==> src/rtl/mcu_pkg.sv <==
// Shared encodings for the multicycle control unit: FSM states, instruction
// classes, ALU/immediate/writeback selects, opcodes and fault codes.
package mcu_pkg;

  typedef enum logic [2:0] {
    S_FETCH, S_DECODE, S_EXEC, S_MEM, S_WB, S_TRAP
  } state_t;

  typedef enum logic [2:0] {
    C_ALU, C_LOAD, C_STORE, C_BRANCH, C_JAL, C_JALR, C_LUI, C_AUIPC
  } iclass_t;

  localparam logic [4:0] ALU_ADD   = 5'b00000;
  localparam logic [4:0] ALU_SUB   = 5'b00001;
  localparam logic [4:0] ALU_XOR   = 5'b00010;
  localparam logic [4:0] ALU_AND   = 5'b00011;
  localparam logic [4:0] ALU_OR    = 5'b00100;
  localparam logic [4:0] ALU_SLL   = 5'b00110;
  localparam logic [4:0] ALU_SRL   = 5'b00111;
  localparam logic [4:0] ALU_SRA   = 5'b01000;
  localparam logic [4:0] ALU_SLT   = 5'b01001;
  localparam logic [4:0] ALU_SLTU  = 5'b01010;
  localparam logic [4:0] ALU_PASSB = 5'b01011;

  localparam logic [2:0] IMM_I = 3'b000;
  localparam logic [2:0] IMM_S = 3'b001;
  localparam logic [2:0] IMM_B = 3'b010;
  localparam logic [2:0] IMM_U = 3'b011;
  localparam logic [2:0] IMM_J = 3'b100;

  localparam logic [1:0] WB_ALU = 2'b00;
  localparam logic [1:0] WB_MEM = 2'b01;
  localparam logic [1:0] WB_PC4 = 2'b10;

  localparam logic [6:0] OP_R      = 7'b0110011;
  localparam logic [6:0] OP_I      = 7'b0010011;
  localparam logic [6:0] OP_LOAD   = 7'b0000011;
  localparam logic [6:0] OP_STORE  = 7'b0100011;
  localparam logic [6:0] OP_BRANCH = 7'b1100011;
  localparam logic [6:0] OP_JAL    = 7'b1101111;
  localparam logic [6:0] OP_JALR   = 7'b1100111;
  localparam logic [6:0] OP_LUI    = 7'b0110111;
  localparam logic [6:0] OP_AUIPC  = 7'b0010111;

  localparam logic [1:0] FC_NONE    = 2'b00;
  localparam logic [1:0] FC_ILLEGAL = 2'b01;
  localparam logic [1:0] FC_TIMEOUT = 2'b10;

  // alt selects SUB/SRA; callers must only raise it where that is legal
  function automatic logic [4:0] alu_sel(input logic [2:0] funct3, input logic alt);
    case (funct3)
      3'b000:  return alt ? ALU_SUB : ALU_ADD;
      3'b001:  return ALU_SLL;
      3'b010:  return ALU_SLT;
      3'b011:  return ALU_SLTU;
      3'b100:  return ALU_XOR;
      3'b101:  return alt ? ALU_SRA : ALU_SRL;
      3'b110:  return ALU_OR;
      default: return ALU_AND;
    endcase
  endfunction

  // status = {V,C,N,Z}; C follows the no-borrow convention of the SUB compare
  function automatic logic branch_taken(input logic [2:0] funct3, input logic [3:0] status);
    logic lt;
    lt = status[1] ^ status[3];
    case (funct3)
      3'b000:  return status[0];
      3'b001:  return !status[0];
      3'b100:  return lt;
      3'b101:  return !lt;
      3'b110:  return !status[2];
      3'b111:  return status[2];
      default: return 1'b0;
    endcase
  endfunction

endpackage

==> src/rtl/instr_decoder.sv <==
// Combinational decode of opcode/funct3/funct7 into instruction class,
// ALU operation, immediate format and an illegal-instruction flag.
module instr_decoder
  import mcu_pkg::*;
(
  input  logic [6:0] opcode,
  input  logic [2:0] funct3,
  input  logic [6:0] funct7,
  output iclass_t    cls,
  output logic [4:0] aluop,
  output logic [2:0] immsrc,
  output logic       illegal
);

  logic f7_zero, f7_alt;

  assign f7_zero = (funct7 == 7'b0000000);
  assign f7_alt  = (funct7 == 7'b0100000);

  always_comb begin
    cls     = C_ALU;
    aluop   = ALU_ADD;
    immsrc  = IMM_I;
    illegal = 1'b0;
    case (opcode)
      OP_R: begin
        aluop   = alu_sel(funct3, funct7[5]);
        illegal = !(f7_zero || (f7_alt && (funct3 == 3'b000 || funct3 == 3'b101)));
      end
      OP_I: begin
        // upper immediate bits only carry meaning for the shift forms
        aluop   = alu_sel(funct3, funct7[5] && (funct3 == 3'b101));
        illegal = (funct3 == 3'b001 || funct3 == 3'b101) &&
                  !(f7_zero || (f7_alt && funct3 == 3'b101));
      end
      OP_LOAD: begin
        cls     = C_LOAD;
        illegal = (funct3 != 3'b010);
      end
      OP_STORE: begin
        cls     = C_STORE;
        immsrc  = IMM_S;
        illegal = (funct3 != 3'b010);
      end
      OP_BRANCH: begin
        cls     = C_BRANCH;
        aluop   = ALU_SUB;
        immsrc  = IMM_B;
        illegal = (funct3 == 3'b010 || funct3 == 3'b011);
      end
      OP_JAL: begin
        cls    = C_JAL;
        immsrc = IMM_J;
      end
      OP_JALR: begin
        cls     = C_JALR;
        illegal = (funct3 != 3'b000);
      end
      OP_LUI: begin
        cls    = C_LUI;
        aluop  = ALU_PASSB;
        immsrc = IMM_U;
      end
      OP_AUIPC: begin
        cls    = C_AUIPC;
        immsrc = IMM_U;
      end
      default: illegal = 1'b1;
    endcase
  end

endmodule

==> src/rtl/multicycle_control_unit.sv <==
// Multicycle RV32I control FSM: sequences fetch, decode, execute, memory and
// writeback, with memory-acknowledge timeout and a sticky trap state.
//
//   state  | meaning
//   FETCH  | imem_req high until imem_ack; IR loads on the ack cycle
//   DECODE | one idle cycle; illegal encodings divert to TRAP
//   EXEC   | ALU controls per class; branches update PC here
//   MEM    | dmem_req high until dmem_ack; stores finish here
//   WB     | register write plus PC update, one cycle
//   TRAP   | fault raised, all strobes off, left only by rst
module multicycle_control_unit
  import mcu_pkg::*;
#(
  parameter int XLEN        = 32,
  parameter int ALUOP_W     = 5,
  parameter int MEM_TIMEOUT = 255
) (
  input  logic               clk,
  input  logic               rst,
  input  logic [XLEN-1:0]    instr,
  input  logic [3:0]         status,
  output logic               imem_req,
  input  logic               imem_ack,
  output logic               dmem_req,
  input  logic               dmem_ack,
  output logic               ir_we,
  output logic               pc_we,
  output logic               regRW,
  output logic               mRW,
  output logic               ALUsrc,
  output logic               pcsrc,
  output logic [2:0]         immsrc,
  output logic [1:0]         wb,
  output logic [ALUOP_W-1:0] ALUop,
  output logic               fault,
  output logic [1:0]         fault_code
);

  state_t      state;
  logic [15:0] wait_cnt;
  logic [1:0]  fault_code_q;
  iclass_t     cls;
  logic [4:0]  dec_aluop;
  logic [2:0]  dec_immsrc;
  logic        illegal, timeout, taken, is_link;

  instr_decoder u_dec (
    .opcode  (instr[6:0]),
    .funct3  (instr[14:12]),
    .funct7  (instr[31:25]),
    .cls     (cls),
    .aluop   (dec_aluop),
    .immsrc  (dec_immsrc),
    .illegal (illegal)
  );

  assign timeout = (wait_cnt == 16'(MEM_TIMEOUT));
  assign taken   = branch_taken(instr[14:12], status);
  assign is_link = (cls == C_JAL) || (cls == C_JALR);

  always_ff @(posedge clk) begin
    if (rst) begin
      state        <= S_FETCH;
      wait_cnt     <= '0;
      fault_code_q <= FC_NONE;
    end else begin
      case (state)
        S_FETCH: begin
          // an ack in the timeout cycle still wins
          if (imem_ack) begin
            state <= S_DECODE;
          end else if (timeout) begin
            state        <= S_TRAP;
            fault_code_q <= FC_TIMEOUT;
          end else begin
            wait_cnt <= wait_cnt + 16'd1;
          end
        end
        S_DECODE: begin
          if (illegal) begin
            state        <= S_TRAP;
            fault_code_q <= FC_ILLEGAL;
          end else begin
            state <= S_EXEC;
          end
        end
        S_EXEC: begin
          wait_cnt <= '0;
          if (cls == C_BRANCH)                     state <= S_FETCH;
          else if (cls == C_LOAD || cls == C_STORE) state <= S_MEM;
          else                                      state <= S_WB;
        end
        S_MEM: begin
          if (dmem_ack) begin
            wait_cnt <= '0;
            state    <= (cls == C_STORE) ? S_FETCH : S_WB;
          end else if (timeout) begin
            state        <= S_TRAP;
            fault_code_q <= FC_TIMEOUT;
          end else begin
            wait_cnt <= wait_cnt + 16'd1;
          end
        end
        S_WB: begin
          wait_cnt <= '0;
          state    <= S_FETCH;
        end
        default: state <= S_TRAP;
      endcase
    end
  end

  // rst gates every output so no strobe survives into the reset cycle
  always_comb begin
    imem_req   = 1'b0;
    dmem_req   = 1'b0;
    ir_we      = 1'b0;
    pc_we      = 1'b0;
    regRW      = 1'b0;
    mRW        = 1'b0;
    ALUsrc     = 1'b0;
    pcsrc      = 1'b1;
    immsrc     = IMM_I;
    wb         = WB_ALU;
    ALUop      = '0;
    fault      = 1'b0;
    fault_code = FC_NONE;
    if (!rst) begin
      fault_code = fault_code_q;
      case (state)
        S_FETCH: begin
          imem_req = 1'b1;
          ir_we    = imem_ack;
        end
        S_EXEC: begin
          ALUsrc = (cls == C_BRANCH) || (cls == C_ALU && instr[6:0] == OP_R);
          immsrc = dec_immsrc;
          ALUop  = ALUOP_W'(dec_aluop);
          if (cls == C_BRANCH) begin
            pc_we = 1'b1;
            pcsrc = !taken;
          end else if (is_link) begin
            pcsrc = 1'b0;
          end
        end
        S_MEM: begin
          dmem_req = 1'b1;
          mRW      = (cls == C_STORE);
          pc_we    = (cls == C_STORE) && dmem_ack;
        end
        S_WB: begin
          regRW = 1'b1;
          pc_we = 1'b1;
          pcsrc = !is_link;
          if (cls == C_LOAD)  wb = WB_MEM;
          else if (is_link)   wb = WB_PC4;
        end
        S_TRAP: fault = 1'b1;
        default: ;
      endcase
    end
  end

endmodule

==> config.mk <==
export PLATFORM = sky130hd
export DESIGN_NAME = multicycle_control_unit
export DESIGN_NICKNAME = d
export VERILOG_FILES = /design/src/rtl/mcu_pkg.sv /design/src/rtl/instr_decoder.sv /design/src/rtl/multicycle_control_unit.sv
export SDC_FILE = /design/constraint.sdc
export NUM_CORES = 1
export LEC_CHECK = 0
export CAP_MARGIN = 10
export CORE_ASPECT_RATIO = 0.8
export CORE_UTILIZATION = 40
export CTS_CLUSTER_SIZE = 30
export DETAILED_ROUTE_END_ITERATION = 10
export PLACE_DENSITY = 0.73
export REMOVE_ABC_BUFFERS = 1
export SLEW_MARGIN = 10
export SYNTH_ARGS = -nofsm -noshare
export SYNTH_HDL_FRONTEND = slang
export SYNTH_SLANG_ARGS = --single-unit
export TNS_END_PERCENT = 1
==> constraint.sdc <==
create_clock -name clk -period 2.3 [get_ports clk]
set_clock_uncertainty 0.15 [all_clocks]
set_input_delay 0.345 -clock clk [delete_from_list [all_inputs] [get_ports clk]]
set_output_delay 0.345 -clock clk [all_outputs]
set_load 0.01 [all_outputs]
==> results of run 1 <==
-- flip-flops by register name, indices dropped and copies added, names as in the netlist --
signal        flops
fault_code_q      2
state             3
wait_cnt         16
-- cell usage in the layout, fill, tap and decap left out, drive strengths merged, types with 3 or more instances in the layout --
cell type	instances
a211oi	3
a21oi	22
and2b	3
and3	5
buf	53
clkbuf	8
clkdlybuf4s15	3
clkdlybuf4s50	18
dfxtp	21
dlygate4sd2	11
dlymetal6s2s	3
inv	7
nand2	19
nand2b	9
nand3	12
nand4	8
nor2	25
nor2b	6
nor3	7
nor4	5
o21ai	15
or3	12
or4	4
xor2	7
-- power groups by stage --
stage                     combinational [W]  clock, W  sequential, W
after floorplan                    0.000112         0       0.000403
after global placement             0.000276         0       0.000395
after detailed placement           0.000282         0       0.000395
after CTS                          0.000286  0.000252       0.000386
after global routing               0.000321  0.000269       0.000389
final                              0.000294  0.000246       0.000386
-- layout make-up --
cell class	count	share of cell area
clock buffers	4	0.0174
inverters	7	0.0102
multi-input cells	195	0.488
well taps	55	0.0266
flip-flops and latches	21	0.163
repair buffers	92	0.295
-- stage by stage --
step                TNS, ns  utilization
floorplan                 0            -
global route         -0.101        0.654
finish              -0.0101        0.654
CTS                 -0.0408        0.653
detailed placement    -7.58        0.634
global placement      -7.01        0.634
-- metal layers --
metal | share of wire | up-vias | routed length (um)
met2 | 0.43 | 60 | 2260
met4 | 0.0070 | 0 | 37
li1 | - | 1026 | -
met3 | 0.058 | 6 | 307
met1 | 0.50 | 913 | 2650
met5 | 0 | - | 0
-- cell families (layout without fill, tap and decap cells) --
group	count (synthesis)	in the layout	synth area share
DFF	21	21	0.245
other	1	1	0.00219
adders and majority gates	2	2	0.0131
AOI/OAI and AO/OA	59	59	0.225
muxes	1	1	0.00584
and+or+nand+nor	123	123	0.403
xor gates and xnor gates	9	9	0.0460
buffers and inverters	18	103	0.0592
-- worst reg2reg max path: cells and delay by family (launching register included) --
| family | cells | cell delay (ns) |
|---|---|---|
| flops | 1 | 0.33 |
| buf+inv | 1 | 0.26 |
| fa+ha+maj | 1 | 0.24 |
| compound gates | 1 | 0.15 |
| simple gates | 4 | 0.90 |
-- worst max-delay path by stage --
stage	from	endpoint	slack (ns)	cells after the start
2_1_floorplan	wait_cnt[0]$_SDFFE_PP0P_	wait_cnt[13]$_SDFFE_PP0P_	0.22	6
3_3_place_gp	instr[2]	pc_we	-0.59	7
3_5_place_dp	instr[2]	pc_we	-0.63	7
4_1_cts	state[2]$_SDFF_PP0_	ir_we	-0.04	5
5_1_grt	instr[14]	fault_code_q[1]$_SDFFE_PP0P_	-0.05	8
6_report	instr[14]	fault_code_q[1]$_SDFFE_PP0P_	-0.01	7
-- repair_timing --
item,4_1_cts,5_1_grt
pin swaps,3,1
cloned,0,0
endpoints found under the setup margin,19,15
resized for setup,52,18
hold buffers,0,0
==> reports/metrics.yaml, run 1 <==
r2r-end: "wait_cnt[9]$_SDFFE_PP0P_"
clkPwrFrac: 0.266
status: "finished with violations"
timing.hold.ws_ns: 0.310
gr-usage-met1: 0.367
p_switching_w: 0.000274
rr_worst_depth: 7
vias: 2005
num-nets-final: 361
synth_top_area_frac: 0.245
clk_latency_ns: 0.27
antenna_found_initial: 0
cp.buffers_inverters: 2
fp.dieW_um: 75.2
synthCells: 234
io_buffer_count: 44
p_sw_frac: 0.296
n_fill_cell: 375
crit_path_start_kind: "input pin"
diodes: 0
hold_viol_final: 0
design_area_mm2: 0.00258
placed_cells: 370
finalCritPeriodShare: 1.00
die-area_mm2: 0.00455
ys_types: 61
wl_per_cell_um: 14.0
p_comb_frac: 0.317
p_seq_frac: 0.417
clock_path_buffers: 2
holdPathEnd: "fault_code_q[0]$_SDFFE_PP0P_"
seqCellArea_um2: 420
placed_area_mm2: 0.00251
synth_top_cells_by_count: "24 x nor2_1, 22 x a21oi_1, 21 x dfxtp_1"
maxSlewViolCount: 0
start_util: 0.433
path_cells: "clkdlybuf4s50_1 -> buf_6 -> xor2_1 -> o21a_1 -> o221a_1 -> or4_4 -> a221oi_2"
dp_worst_setup_slack_ns: -0.627
grtUsageMet3: 0.0482
crit_family: "compound AO/OA/AOI/OAI gates"
cts_root_buf: "clkbuf_8"
synth-main-ff-cell: "dfxtp_1"
violations: "negative setup slack"
synth_edf_count: 0
hold_class: "reg -> reg"
layout-drive-gt1-share: 0.257
cp-end-kind: "register"
clk_pin_slew_worst_paths_ns: 0.07
synthMostInstantiatedCell: "nor2_1"
leakagePower_nw: 1.06
ant_nets: 0
grt_start_max_net_pins: 17
h-tree-depth: 1
worstMarginPinSlew_ns: 0.519
drc_errors: 0
r2r_start: "wait_cnt[0]$_SDFFE_PP0P_"
avgSynthCellArea_um2: 7.32
yosysWarnings: 0
power_density_mw_per_mm2: 358
setup_viol: 1
synth.area.top_cells: "dfxtp_1 25%, a21oi_1 6.4%, nor2_1 5.3%"
numCtsBuffers: 3
rows: 20
grt_overflow: 0
hold_path_depth: 2
power_w: 0.000926
critPathMaxStageDelay_ns: 0.53
yosysTopAreaCell: "dfxtp_1"
crit_path_top_delay_cell: "or4_4"
post-cts-setup-buffer-count: 0
period_minus_slack_ns: 2.31
arrival_ns: 2.34
multi_input_area_mm2: 0.00126
netlist_area_mm2: 0.00171
critical_path_required_ns: 2.33
synth-seq-cells: 21
gp_congestion: 0.952
path_class: "in -> reg"
initialDrtViolationCount: 124
cts_tree: "yes"
grt_busiest_layer: "met2"
max_freq_ghz: 0.433
design.core.area_mm2: 0.00395
ios: 61
async_flop_share: 0
hp-start: "fault_code_q[0]$_SDFFE_PP0P_"
finalNonFillerCells: 374
p_int_w: 0.000652
max_cap_viol_count: 0
grt.total_usage: 0.246
use_met2: 0.376
syn_to_final_growth_pct: 50.9
firstDrtPassIters: 5
grt_pass1_wl_um: 8560
fp.dieH_um: 60.5
worst_slack_ns: -0.0101
relSlewSlack: 0.654
path_max_fanout: 10
peakVddDrop_mv: 0.207
rrSetupSlack_ns: 0.18
viasPerCell: 5.36
grt_pass1_vias: 1779
wirelength_um: 5250
synth-seq-area-share: 0.245
grt_setup_unrepaired: "true"
dp_hpwl_um: 4020
numClockSinks: 21
(Power assumes the default switching activity.)
==> inputs of run 2 (changes only) <==
--- a/config.mk
+++ b/config.mk
@@ -11,8 +11,6 @@
 export CTS_CLUSTER_SIZE = 30
 export DETAILED_ROUTE_END_ITERATION = 10
 export PLACE_DENSITY = 0.73
-export REMOVE_ABC_BUFFERS = 1
-export SLEW_MARGIN = 10
 export SYNTH_ARGS = -nofsm -noshare
 export SYNTH_HDL_FRONTEND = slang
 export SYNTH_SLANG_ARGS = --single-unit
==> run 2 against run 1 <==
Effect of this change: sequential share of layout area is 0.26 points lower; clock-buffer cell count did not move; non-clock buffer count is 4 lower; register-to-register slack lost 0.02 ns; die area stayed put; the run now ends clean; largest cell class unchanged; first-iteration DRC count increased by 100%; cell area rose by 1.9%; via count is 3.7% higher; critical endpoint is now pcsrc; setup slack better by 0.040 ns.
==> reports/metrics.yaml, run 2 (synthesis gave the netlist of run 1 again) <==
status: "finished, final reports clean"
finalCritPeriodShare: 0.987
fp.dieH_um: 60.5
finalNonFillerCells: 370
numClockSinks: 21
p_seq_frac: 0.416
worstMarginPinSlew_ns: 0.560
start_util: 0.433
p_switching_w: 0.000284
p_sw_frac: 0.303
cp-end-kind: "output port"
crit_family: "simple AND/OR/NAND/NOR gates"
critical_path_required_ns: 1.80
h-tree-depth: 1
grt.total_usage: 0.240
grt_overflow: 0
die-area_mm2: 0.00455
rrSetupSlack_ns: 0.16
path_max_fanout: 2
n_fill_cell: 345
power_density_mw_per_mm2: 356
io_buffer_count: 44
critPathMaxStageDelay_ns: 0.49
peakVddDrop_mv: 0.321
grt_pass1_vias: 1752
rr_worst_depth: 6
setup_viol: 0
syn-num-nets: 275
cp-endpoint: "pcsrc"
antenna_found_initial: 0
rows: 20
clkPwrFrac: 0.263
vias: 2080
relSlewSlack: 0.627
r2r-end: "wait_cnt[13]$_SDFFE_PP0P_"
hold_viol_final: 0
max_freq_ghz: 0.440
cts_tree: "yes"
p_int_w: 0.000654
grt_pass1_wl_um: 8360
placed_cells: 364
final_cell_mix: "40 x buf_4, 21 x nor2_1, 21 x a21oi_1, 20 x dfxtp_1, 19 x clkdlybuf4s50_1"
gp_congestion: 0.901
r2r_start: "wait_cnt[0]$_SDFFE_PP0P_"
viasPerCell: 5.62
path_cells: "clkdlybuf4s50_1 -> nand2b_4 -> nand2_1 -> or4_4 -> nand2_1 -> o211ai_1 -> buf_2"
cp.depth: 7
initialDrtViolationCount: 252
period_minus_slack_ns: 2.27
firstDrtPassIters: 5
syn_to_final_growth_pct: 53.8
fp.dieW_um: 75.2
crit_top_cell: "nand2_1"
leakagePower_nw: 1.06
path_class: "in -> out"
final_core_util: 0.666
wl_per_cell_um: 14.8
ios: 61
grt_start_max_net_pins: 17
clk_pin_slew_worst_paths_ns: 0.08
wirelength_um: 5470
top_regs: "wait_cnt x16, state x3, fault_code_q x2"
postCtsHoldBufs: 0
ant_nets: 0
maxSlewViolCount: 0
num-nets-final: 357
cp.buffers_inverters: 2
diodes: 0
crit_path_start_kind: "input pin"
cts_root_buf: "clkbuf_8"
dp_hpwl_um: 3940
layout_commonest_cell: "buf_4"
largest_reg_flops: 16
clk_latency_ns: 0.26
max_cap_viol_count: 0
arrival_ns: 1.78
design.core.area_mm2: 0.00395
hold_class: "reg -> reg"
drc_errors: 0
p_comb_frac: 0.321
numCtsBuffers: 3
grt_setup_unrepaired: "true"
layout-drive-gt1-share: 0.279
largest-register: "wait_cnt"
crit_path_top_delay_cell: "clkdlybuf4s50_1"
tns_ns: 0
cp-startpoint: "instr[14]"
clock_path_buffers: 2
[run 2: final cells by class]
| cell class | instances | area [um^2] | area share |
|---|---|---|---|
| clock buffer | 4 | 45.0 | 0.0171 |
| sequential | 21 | 422 | 0.160 |
| tap | 55 | 68.8 | 0.0261 |
| timing repair buffer | 88 | 751 | 0.285 |
| inverter | 7 | 26.3 | 0.00997 |
| multi-input combinational | 195 | 1320 | 0.502 |
[run 2: metrics by stage]
step | hold WS [ns] | cell area (um^2) | power (W) | setup slack, ns
after floorplan | 0.279 | 1710 | 0.000534 | 0.230
after global placement | 0.295 | 2460 | 0.000669 | -0.623
after detailed placement | 0.301 | 2460 | 0.000671 | -0.660
after CTS | 0.313 | 2560 | 0.000920 | -0.121
after global routing | 0.335 | 2640 | 0.000980 | -0.0416
final | 0.312 | 2640 | 0.000938 | 0.0295
[run 2: tightest hold or removal path, delay by kind of cell (launching register included)]
family,cells,cell delay [ns]
flops,1,0.31
simple gates,1,0.05
compound gates,1,0.05
[run 2: how the worst min path moves through the flow]
stage / startpoint / endpoint / depth (start not counted)
final: fault_code_q[0]$_SDFFE_PP0P_ / fault_code_q[0]$_SDFFE_PP0P_ / 2
after global routing: fault_code_q[0]$_SDFFE_PP0P_ / fault_code_q[0]$_SDFFE_PP0P_ / 2
after CTS: fault_code_q[0]$_SDFFE_PP0P_ / fault_code_q[0]$_SDFFE_PP0P_ / 2
after detailed placement: fault_code_q[0]$_SDFFE_PP0P_ / fault_code_q[0]$_SDFFE_PP0P_ / 2
after global placement: fault_code_q[0]$_SDFFE_PP0P_ / fault_code_q[0]$_SDFFE_PP0P_ / 2
after floorplan: fault_code_q[0]$_SDFFE_PP0P_ / fault_code_q[0]$_SDFFE_PP0P_ / 2
[run 2: power groups by stage]
| stage | Combinational, W | Clock (W) | Sequential [W] |
|---|---|---|---|
| final | 0.000301 | 0.000247 | 0.000391 |
| after global routing | 0.000324 | 0.000264 | 0.000393 |
| after CTS | 0.000283 | 0.000248 | 0.000389 |
| after detailed placement | 0.000273 | 0 | 0.000398 |
| after global placement | 0.000273 | 0 | 0.000397 |
| after floorplan | 0.000136 | 0 | 0.000398 |
[run 2: metal layers]
layer	vias to the layer above	wire, um	track usage
li1	1021	-	-
met2	99	2370	0.342
met3	8	381	0.0449
met1	952	2680	0.382
met4	0	32	0.0238
met5	-	0	0
[run 2: timing repair]
action                                  in CTS  in global routing
endpoints found under the setup margin      19                 18
pin swaps                                    2                  9
buffers inserted                             0                  2
resized for setup                           51                 33
==> inputs of run 3 (changes only) <==
--- a/config.mk
+++ b/config.mk
@@ -6,11 +6,12 @@
 export NUM_CORES = 1
 export LEC_CHECK = 0
 export CAP_MARGIN = 10
-export CORE_ASPECT_RATIO = 0.8
+export CORE_ASPECT_RATIO = 1.4
 export CORE_UTILIZATION = 40
 export CTS_CLUSTER_SIZE = 30
 export DETAILED_ROUTE_END_ITERATION = 10
 export PLACE_DENSITY = 0.73
+export RECOVER_POWER = 25
 export SYNTH_ARGS = -nofsm -noshare
 export SYNTH_HDL_FRONTEND = slang
 export SYNTH_SLANG_ARGS = --single-unit
==> constraint.sdc (replaced) <==
create_clock -name clk -period 2.3 [get_ports clk]
set_clock_uncertainty 0.15 [all_clocks]
set_input_delay 0.46 -clock clk [delete_from_list [all_inputs] [get_ports clk]]
set_output_delay 0.46 -clock clk [all_outputs]
set_load 0.01 [all_outputs]
==> run 3 against run 2 <==
Effect of this change: the run now ends with design-rule violations left; core utilization down 1.2 points; largest power group unchanged; highest routed layer unchanged; combinational power about the same; largest cell class unchanged; register-to-register slack worse by 0.02 ns; final cell count down 2.2%; wire length down 4.5%; sequential share of layout area about the same.
==> reports/metrics.yaml, run 3 (synthesis gave the netlist of run 1 again) <==
die-area_mm2: 0.00455
worst_slack_ns: 0.00347
io_buffer_count: 44
dp_worst_setup_slack_ns: -0.811
max_cap_viol_count: 0
rows: 27
num-nets-final: 361
top_regs: "wait_cnt x16, state x3, fault_code_q x2"
worstMarginPinSlew_ns: 0.488
clkPwrFrac: 0.261
path_class: "in -> out"
design.core.area_mm2: 0.00402
n_fill_cell: 341
hold_class: "reg -> reg"
dp_hpwl_um: 3870
arrival_ns: 1.69
violations: "design-rule violations"
p_sw_frac: 0.302
clock_path_buffers: 2
final_cell_mix: "41 x buf_4, 21 x nor2_1, 20 x dfxtp_1, 19 x a21oi_1, 17 x nand2_1"
vias: 2050
timing.hold.ws_ns: 0.317
grt_overflow: 0
p_switching_w: 0.000281
layout-drive-gt1-share: 0.342
firstDrtPassIters: 7
cts_tree: "yes"
drc_errors: 6
wl_per_cell_um: 14.4
antenna_found_initial: 0
status: "finished with violations"
multi_input_area_mm2: 0.00136
syn-num-nets: 275
largest_reg_flops: 16
critical_path_required_ns: 1.69
peakVddDrop_mv: 0.391
clk_latency_ns: 0.26
path_max_fanout: 8
wirelength_um: 5220
maxSlewViolCount: 0
ant_nets: 0
ios: 61
start_util: 0.426
cts_root_buf: "clkbuf_8"
cp-end-kind: "output port"
numClockSinks: 21
largest-register: "wait_cnt"
seqCellArea_um2: 422
initialDrtViolationCount: 75
syn_to_final_growth_pct: 53.7
p_comb_frac: 0.323
layout_commonest_cell: "buf_4"
p_seq_frac: 0.416
period_minus_slack_ns: 2.30
fp.dieH_um: 79.4
hold_viol_final: 0
grt.total_usage: 0.232
max_freq_ghz: 0.435
diodes: 0
setup_viol: 0
viasPerCell: 5.66
grt_pass1_wl_um: 8490
numCtsBuffers: 3
finalCritPeriodShare: 0.998
crit_path_start_kind: "input pin"
h-tree-depth: 1
relSlewSlack: 0.672
clk_pin_slew_worst_paths_ns: 0.07
gp_congestion: 0.992
power_density_mw_per_mm2: 354
grt_pass1_vias: 2003
grt_setup_unrepaired: "true"
leakagePower_nw: 1.09
p_int_w: 0.000650
fp.dieW_um: 57.3
grt_start_max_net_pins: 17
run 3: worst max-delay path, stage by stage:
cell	delay (ns)
dlygate4sd2_1	0.26
buf_6	0.13
clkbuf_2	0.16
nor2_1	0.13
clkdlybuf4s50_1	0.55
run 3: final timing paths:
path                                        to  slack [ns]                    startpoint  depth (start not counted)
setup reg to reg           state[2]$_SDFF_PP0_        0.14     wait_cnt[11]$_SDFFE_PP0P_                          6
hold reg to reg   fault_code_q[0]$_SDFFE_PP0P_        0.32  fault_code_q[0]$_SDFFE_PP0P_                          2
setup / recovery                 fault_code[1]       0.003                           rst                          5
hold / removal    fault_code_q[0]$_SDFFE_PP0P_        0.32  fault_code_q[0]$_SDFFE_PP0P_                          2
run 3: power by group through the flow:
stage | Sequential [W] | Combinational, W | Clock [W]
after global routing | 0.000391 | 0.000326 | 0.000260
after floorplan | 0.000398 | 0.000136 | 0
after CTS | 0.000387 | 0.000291 | 0.000251
final | 0.000387 | 0.000301 | 0.000243
after detailed placement | 0.000395 | 0.000284 | 0
after global placement | 0.000395 | 0.000280 | 0
run 3: layer usage:
| layer | track usage | up-vias | share of wire |
|---|---|---|---|
| li1 | - | 1024 | - |
| met4 | 0.100 | 0 | 0.020 |
| met5 | 0 | - | 0 |
| met3 | 0.0276 | 12 | 0.042 |
| met2 | 0.449 | 56 | 0.54 |
| met1 | 0.245 | 958 | 0.40 |
run 3: layout make-up:
type                       count  area share
tap                           43      0.0204
clock buffer                   3      0.0157
clock inverter                 1     0.00190
inverter                       7     0.00998
timing repair buffer          92       0.275
multi-input combinational    195       0.517
sequential                    21       0.160
run 3: repair_timing:
| action | 4_1_cts | 5_1_grt |
|---|---|---|
| gates cloned | 0 | 0 |
| setup buffers | 0 | 2 |
| pin swaps | 10 | 17 |
| resized for setup | 89 | 38 |
| hold buffers | 0 | 0 |
| endpoints found under the setup margin | 24 | 15 |
run 3: stage by stage:
step / std cells / cell area [um^2] / TNS [ns] / utilization / power (W)
5_1_grt: 362 / 2630 / -0.226 / 0.655 / 0.000977
3_5_place_dp: 356 / 2480 / -12.49 / 0.616 / 0.000679
3_3_place_gp: 356 / 2480 / -12.21 / 0.616 / 0.000675
6_report: 362 / 2630 / 0 / 0.655 / 0.000931
2_1_floorplan: 234 / 1710 / 0 / - / 0.000534
4_1_cts: 360 / 2570 / -0.242 / 0.640 / 0.000928
